[config.mk]
export PLATFORM = sky130hd
export DESIGN_NAME = rx_frame_assembler
export DESIGN_NICKNAME = d
export VERILOG_FILES = /design/src/rtl/rx_frame_assembler.sv
export SDC_FILE = /design/constraint.sdc
export NUM_CORES = 1
export LEC_CHECK = 0
export CORE_UTILIZATION = 45
export DETAILED_ROUTE_END_ITERATION = 10
export MAX_ROUTING_LAYER = met4
export PLACE_DENSITY = 0.66
export SLEW_MARGIN = 15
export SYNTH_ARGS = -nofsm -noshare
export SYNTH_HDL_FRONTEND = slang
export SYNTH_SLANG_ARGS = --single-unit
export TNS_END_PERCENT = 10
[constraint.sdc]
create_clock -name CLK_50MHZ -period 2.4 [get_ports CLK_50MHZ]
set_input_delay 0.36 -clock CLK_50MHZ [delete_from_list [all_inputs] [get_ports CLK_50MHZ]]
set_output_delay 0.36 -clock CLK_50MHZ [all_outputs]
set_load 0.005 [all_outputs]
[src/rtl/rx_frame_assembler.sv]
// rx_frame_assembler
//   Assembles UART receive bytes into frames of
//   {command, ADDR_BYTES address bytes, DATA_BYTES data bytes}.
//   A complete frame is presented on cmd_rx/addr_rx/data_rx with a one-cycle
//   frame_valid strobe. A partial frame that stalls for TIMEOUT_CYCLES is
//   discarded with a one-cycle frame_err strobe.
//   Optional feature macro: RX_CHECKSUM_EN adds a trailing 8-bit additive
//   checksum byte; a mismatching frame is discarded with frame_err.
//
// Ports
//   CLK_50MHZ   in   system clock
//   RST         in   synchronous reset, active-high
//   RS_DATAOUT  in   [7:0] received byte, qualified by RS_DONE
//   RS_DONE     in   one-cycle byte-available pulse
//   frame_valid out  one-cycle pulse, new frame on the outputs
//   cmd_rx      out  [7:0] command byte of last good frame
//   addr_rx     out  [8*ADDR_BYTES-1:0] address, first byte = MSB
//   data_rx     out  [8*DATA_BYTES-1:0] data, first byte = MSB
//   frame_err   out  one-cycle pulse, partial/bad frame discarded
//   busy        out  high while a frame is partially received
module rx_frame_assembler #(
  parameter int unsigned ADDR_BYTES     = 1,
  parameter int unsigned DATA_BYTES     = 1,
  parameter int unsigned TIMEOUT_CYCLES = 500000
) (
  input  logic                    CLK_50MHZ,
  input  logic                    RST,
  input  logic [7:0]              RS_DATAOUT,
  input  logic                    RS_DONE,
  output logic                    frame_valid,
  output logic [7:0]              cmd_rx,
  output logic [8*ADDR_BYTES-1:0] addr_rx,
  output logic [8*DATA_BYTES-1:0] data_rx,
  output logic                    frame_err,
  output logic                    busy
);

  localparam int unsigned TW   = $clog2(TIMEOUT_CYCLES);
  localparam int unsigned MAXB = (ADDR_BYTES > DATA_BYTES) ? ADDR_BYTES : DATA_BYTES;
  localparam int unsigned BW   = $clog2(MAXB) + 1;

  localparam logic [TW-1:0] TO_LAST   = TW'(TIMEOUT_CYCLES - 1);
  localparam logic [BW-1:0] ADDR_LAST = BW'(ADDR_BYTES - 1);
  localparam logic [BW-1:0] DATA_LAST = BW'(DATA_BYTES - 1);

  typedef enum logic [2:0] {
    S_CMD,
    S_ADDR,
    S_DATA,
`ifdef RX_CHECKSUM_EN
    S_CHK,
`endif
    S_DONE
  } state_t;

  state_t                  r_state, w_state_nxt;
  logic [7:0]              r_cmd_sh,  w_cmd_sh_nxt;
  logic [8*ADDR_BYTES-1:0] r_addr_sh, w_addr_sh_nxt;
  logic [8*DATA_BYTES-1:0] r_data_sh, w_data_sh_nxt;
  logic [BW-1:0]           r_byte_cnt, w_byte_cnt_nxt;
  logic [TW-1:0]           r_to_cnt,  w_to_cnt_nxt;
  logic                    r_frame_valid, w_frame_valid_nxt;
  logic                    r_frame_err,   w_frame_err_nxt;
  logic [7:0]              r_cmd_rx,  w_cmd_rx_nxt;
  logic [8*ADDR_BYTES-1:0] r_addr_rx, w_addr_rx_nxt;
  logic [8*DATA_BYTES-1:0] r_data_rx, w_data_rx_nxt;
`ifdef RX_CHECKSUM_EN
  logic [7:0]              r_csum, w_csum_nxt;
`endif

  logic                    w_busy;
  logic                    w_timeout;
  logic [8*ADDR_BYTES-1:0] w_addr_ins;
  logic [8*DATA_BYTES-1:0] w_data_ins;

  // Shift-left-by-a-byte insertion; written without slicing so that a
  // single-byte field (width 8) needs no special case.
  assign w_addr_ins = (r_addr_sh << 8) | (8*ADDR_BYTES)'(RS_DATAOUT);
  assign w_data_ins = (r_data_sh << 8) | (8*DATA_BYTES)'(RS_DATAOUT);

`ifdef RX_CHECKSUM_EN
  assign w_busy = (r_state == S_ADDR) || (r_state == S_DATA) || (r_state == S_CHK);
`else
  assign w_busy = (r_state == S_ADDR) || (r_state == S_DATA);
`endif

  // A byte arriving in the expiry cycle wins over the timeout.
  assign w_timeout = w_busy && !RS_DONE && (r_to_cnt == TO_LAST);

  always_comb begin
    w_state_nxt       = r_state;
    w_cmd_sh_nxt      = r_cmd_sh;
    w_addr_sh_nxt     = r_addr_sh;
    w_data_sh_nxt     = r_data_sh;
    w_byte_cnt_nxt    = r_byte_cnt;
    w_frame_valid_nxt = 1'b0;
    w_frame_err_nxt   = 1'b0;
    w_cmd_rx_nxt      = r_cmd_rx;
    w_addr_rx_nxt     = r_addr_rx;
    w_data_rx_nxt     = r_data_rx;
`ifdef RX_CHECKSUM_EN
    w_csum_nxt        = r_csum;
`endif

    if (RS_DONE || !w_busy) begin
      w_to_cnt_nxt = '0;
    end else begin
      w_to_cnt_nxt = r_to_cnt + 1'b1;
    end

    if (w_timeout) begin
      w_frame_err_nxt = 1'b1;
      w_cmd_sh_nxt    = '0;
      w_addr_sh_nxt   = '0;
      w_data_sh_nxt   = '0;
      w_byte_cnt_nxt  = '0;
      w_to_cnt_nxt    = '0;
      w_state_nxt     = S_CMD;
`ifdef RX_CHECKSUM_EN
      w_csum_nxt      = '0;
`endif
    end else begin
      case (r_state)
        // S_DONE accepts a byte as the next command, so back-to-back frames
        // lose nothing.
        S_CMD, S_DONE: begin
          w_state_nxt = S_CMD;
          if (RS_DONE) begin
            w_cmd_sh_nxt   = RS_DATAOUT;
            w_byte_cnt_nxt = '0;
            w_state_nxt    = S_ADDR;
`ifdef RX_CHECKSUM_EN
            w_csum_nxt     = RS_DATAOUT;
`endif
          end
        end
        S_ADDR: begin
          if (RS_DONE) begin
            w_addr_sh_nxt = w_addr_ins;
`ifdef RX_CHECKSUM_EN
            w_csum_nxt    = r_csum + RS_DATAOUT;
`endif
            if (r_byte_cnt == ADDR_LAST) begin
              w_byte_cnt_nxt = '0;
              w_state_nxt    = S_DATA;
            end else begin
              w_byte_cnt_nxt = r_byte_cnt + 1'b1;
            end
          end
        end
        S_DATA: begin
          if (RS_DONE) begin
            w_data_sh_nxt = w_data_ins;
`ifdef RX_CHECKSUM_EN
            w_csum_nxt    = r_csum + RS_DATAOUT;
`endif
            if (r_byte_cnt == DATA_LAST) begin
              w_byte_cnt_nxt = '0;
`ifdef RX_CHECKSUM_EN
              w_state_nxt    = S_CHK;
`else
              // Outputs are loaded on the edge into S_DONE so they are
              // already valid in the frame_valid cycle.
              w_state_nxt       = S_DONE;
              w_frame_valid_nxt = 1'b1;
              w_cmd_rx_nxt      = r_cmd_sh;
              w_addr_rx_nxt     = r_addr_sh;
              w_data_rx_nxt     = w_data_ins;
`endif
            end else begin
              w_byte_cnt_nxt = r_byte_cnt + 1'b1;
            end
          end
        end
`ifdef RX_CHECKSUM_EN
        S_CHK: begin
          if (RS_DONE) begin
            if (RS_DATAOUT == r_csum) begin
              w_state_nxt       = S_DONE;
              w_frame_valid_nxt = 1'b1;
              w_cmd_rx_nxt      = r_cmd_sh;
              w_addr_rx_nxt     = r_addr_sh;
              w_data_rx_nxt     = r_data_sh;
            end else begin
              w_state_nxt     = S_CMD;
              w_frame_err_nxt = 1'b1;
            end
          end
        end
`endif
        default: begin
          w_state_nxt    = S_CMD;
          w_byte_cnt_nxt = '0;
        end
      endcase
    end
  end

  always_ff @(posedge CLK_50MHZ) begin
    if (RST) begin
      r_state       <= S_CMD;
      r_cmd_sh      <= '0;
      r_addr_sh     <= '0;
      r_data_sh     <= '0;
      r_byte_cnt    <= '0;
      r_to_cnt      <= '0;
      r_frame_valid <= 1'b0;
      r_frame_err   <= 1'b0;
      r_cmd_rx      <= '0;
      r_addr_rx     <= '0;
      r_data_rx     <= '0;
`ifdef RX_CHECKSUM_EN
      r_csum        <= '0;
`endif
    end else begin
      r_state       <= w_state_nxt;
      r_cmd_sh      <= w_cmd_sh_nxt;
      r_addr_sh     <= w_addr_sh_nxt;
      r_data_sh     <= w_data_sh_nxt;
      r_byte_cnt    <= w_byte_cnt_nxt;
      r_to_cnt      <= w_to_cnt_nxt;
      r_frame_valid <= w_frame_valid_nxt;
      r_frame_err   <= w_frame_err_nxt;
      r_cmd_rx      <= w_cmd_rx_nxt;
      r_addr_rx     <= w_addr_rx_nxt;
      r_data_rx     <= w_data_rx_nxt;
`ifdef RX_CHECKSUM_EN
      r_csum        <= w_csum_nxt;
`endif
    end
  end

  assign frame_valid = r_frame_valid;
  assign frame_err   = r_frame_err;
  assign cmd_rx      = r_cmd_rx;
  assign addr_rx     = r_addr_rx;
  assign data_rx     = r_data_rx;
  assign busy        = w_busy;

endmodule

==> impl_results.md <==
* Via density at between 5 and 6
* Final min period at 2.09 ns
* Hold Buf Count CTS at 0
* H-tree depth at 3
* Final non-filler cell area at 0.00309 mm^2
* GRT Total Usage at between 20 and 25%
* Post-synthesis compound-gate area fraction at approximately an eighth
* Register area share after synthesis at 51.5%
* Final setup vio count at 0
* Row count at 26
* Syn_area_per_cell at slightly above 8 um^2
* DRT antenna net count at 0
* Root cell of the clock tree: clkbuf_8
* PwrDens at approximately 780 mW/mm^2
* Main area contributors after synthesis: dfxtp_1, nand2_1, a21oi_1
* Main flop type after synthesis: dfxtp_1
* Clock Pin Slew Worst Setup and Hold Paths at about 0.070 ns
* TNS Setup at 0 ns
* Most frequent cell after synthesis: nand2_1
* Cell Count, Final, Fillers Out at about 420
* Routability Congestion at 0.873
* Placement Cell Area at approximately 0.0029 mm^2
* Layout Nets at roughly 360
* Area grow syn2layout at 26.2%
* CTS tree: built
* Post-synthesis simple-gate area fraction at between 20% and 30%
* Starting density of the core at between 40% and 50%
* Largest net degree at the start of global routing at 25
* Port Buffers at 37
* Avg WL per Cell at 13.5 um
* Largest family of logic cells by synthesized area: simple AND/OR/NAND/NOR gates
* Drt pass-1 iters at 4
* Mapped cell area at between 0.002 and 0.0025 mm^2
* Multiplexer share of the synthesized area at 0%
* Commonest cells in the synthesized netlist: nand2_1, dfxtp_1, a21oi_1
* Total power at 2.41 mW
* Post-Place Cells at 400
* Rel. slew slack at roughly 63%
* Share of the synthesized area in the top cell type at about half
* Max Root-Sink Buffers at 2
* Status: complete, no violations
* Actual slew at the worst max-slew pin at roughly 0.55 ns
* Yosys Warn Count at 0
* Skew final at about 0.0074 ns
* Critical path class: reg2out
* Max-slew violation count at 0
* Die area at between 0.005 and 0.006 mm^2
* Worst skew pair latency at 0.34 ns
* Yosys top cell by area: dfxtp_1
* CP Max Fanout at 4
* Layout cell share with drive strength beyond 1 at 8.38%
* Core area at around 0.0052 mm^2
* Total CTS buffers at 9
* Antenna Cells at 0
* First-pass GRT wire length at between 9 and 10 mm
* Number of antenna violations at the first check in global routing at 0
* Cts repair resizes at 0
* Post-synth EDFFs at 0
* Top Ports at 38
* Adder-cell area share of the yosys netlist at about 1.5%
* Worst EP arrival at 1.73 ns
* Period utilization at 86.9%
* Die height at about 76 um
* CP Capture Type: primary output
* Max Cap Viol at 0
* Leakage at between 1 and 1.5 nW
* Vias at about 2,200
* Drc violations at 0
* VDD IR max at approximately 0.35 mV
* Vias in the first global route at between 1,500 and 2,000
* Post-synthesis cell type count at 32
* Mapped Nets at 315
* Final wirelength at around 5.6 mm
* RSZ-0062 raised after global routing: false
* Worst path required time at 2.04 ns
* Iteration-0 DRC Markers at about 160
* Startpoint class of the critical path: register
* Hold crit path type: reg2reg
* Num Clock Sinks at 63
* Setup bufs post-CTS at 0
* Chip Width at ~76 um
* FMAX at 0.479 GHz
* Yosys reg bits at between 60 and 70
* Gate count after technology mapping at 301
* Gr ovfl total at 0
* Final hold vios at 0
* Fraction of registers with async set or reset after synthesis at 0%
* Post-Synth XOR/XNOR Area at 3.57%
* DP HPWL at ~3.7 mm
## area by class of cell
| cell class | count | area (um^2) |
|---|---|---|
| fillers | 506 | 2080 |
| well taps | 70 | 87.6 |
| clock buffers | 10 | 128 |
| repair buffers | 44 | 423 |
| multi-input cells | 217 | 1110 |
| clock inverters | 6 | 61.3 |
| inverters | 6 | 22.5 |
| flip-flops and latches | 63 | 1260 |
## report_power, final
part           internal (mW)  switching [mW]
clock network          0.476           0.416
logic                  0.149           0.222
registers               1.11          0.0340
total                   1.73           0.672
## cell families after synthesis
family | count (synthesis)
and+or+nand+nor | 145
DFF | 63
adders and majority gates | 3
buffers and inverters | 21
xor gates and xnor gates | 10
AOI/OAI and AO/OA | 59
## stage by stage
stage | worst slack, ns | utilization [%] | hold slack, ns
after global placement | 0.525 | 56.2 | 0.427
after global routing | 0.219 | 59.8 | 0.468
after detailed placement | 0.502 | 56.2 | 0.433
after floorplan | 0.543 | - | 0.413
final | 0.313 | 59.8 | 0.438
after CTS | 0.304 | 59.8 | 0.443
## worst max-delay path, stage by stage, from the launching register on
cell	delay [ns]
dfxtp_1	0.34
inv_1	0.06
ha_1	0.34
inv_1	0.14
clkdlybuf4s50_1	0.51
## state kept, by name (all words and copies together) (netlist names)
register / cells
r_to_cnt: 19
frame_err: 1
r_cmd_sh: 8
cmd_rx: 8
r_state: 2
r_addr_sh: 8
data_rx: 8
addr_rx: 8
frame_valid: 1
## layer usage
metal,global-route usage [%],wire length (um),vias up,share of wire (%)
li1,-,-,1103,-
met1,33.6,3040,996,54
met2,28.0,2250,45,40
met3,5.16,207,10,3.7
met4,11.1,118,0,2.1
met5,-,0,-,0
## layout by cell type, fill, tap and decap left out, types with 2 or more instances in the layout
| master | n |
|---|---|
| xnor2_1 | 5 |
| nor2_1 | 15 |
| dfxtp_1 | 63 |
| nand3_1 | 18 |
| a21oi_1 | 48 |
| clkinv_2 | 3 |
| clkbuf_8 | 9 |
| o31ai_1 | 3 |
| nor3_1 | 4 |
| nand4_1 | 5 |
| nand2_1 | 83 |
| ha_1 | 3 |
| clkdlybuf4s50_1 | 37 |
| and2_1 | 3 |
| nor4_1 | 3 |
| or4_1 | 2 |
| or3_2 | 2 |
| o21bai_1 | 2 |
| xor2_1 | 5 |
| o21ai_0 | 3 |
| inv_1 | 6 |
| buf_4 | 7 |
## path summary, 6_finish.rpt
kind / start / to / slack (ns) / cells past startpoint
worst max-delay path: r_state[0]$_SDFFE_PP0P_ / busy / 0.31 / 4
worst min-delay path: r_to_cnt[0]$_SDFF_PP0_ / r_to_cnt[0]$_SDFF_PP0_ / 0.44 / 1
worst min register to register: r_to_cnt[0]$_SDFF_PP0_ / r_to_cnt[0]$_SDFF_PP0_ / 0.44 / 1
worst max register to register: r_to_cnt[6]$_SDFF_PP0_ / r_to_cnt[18]$_SDFF_PP0_ / 0.47 / 4
Power figures use the tool's default switching activity.
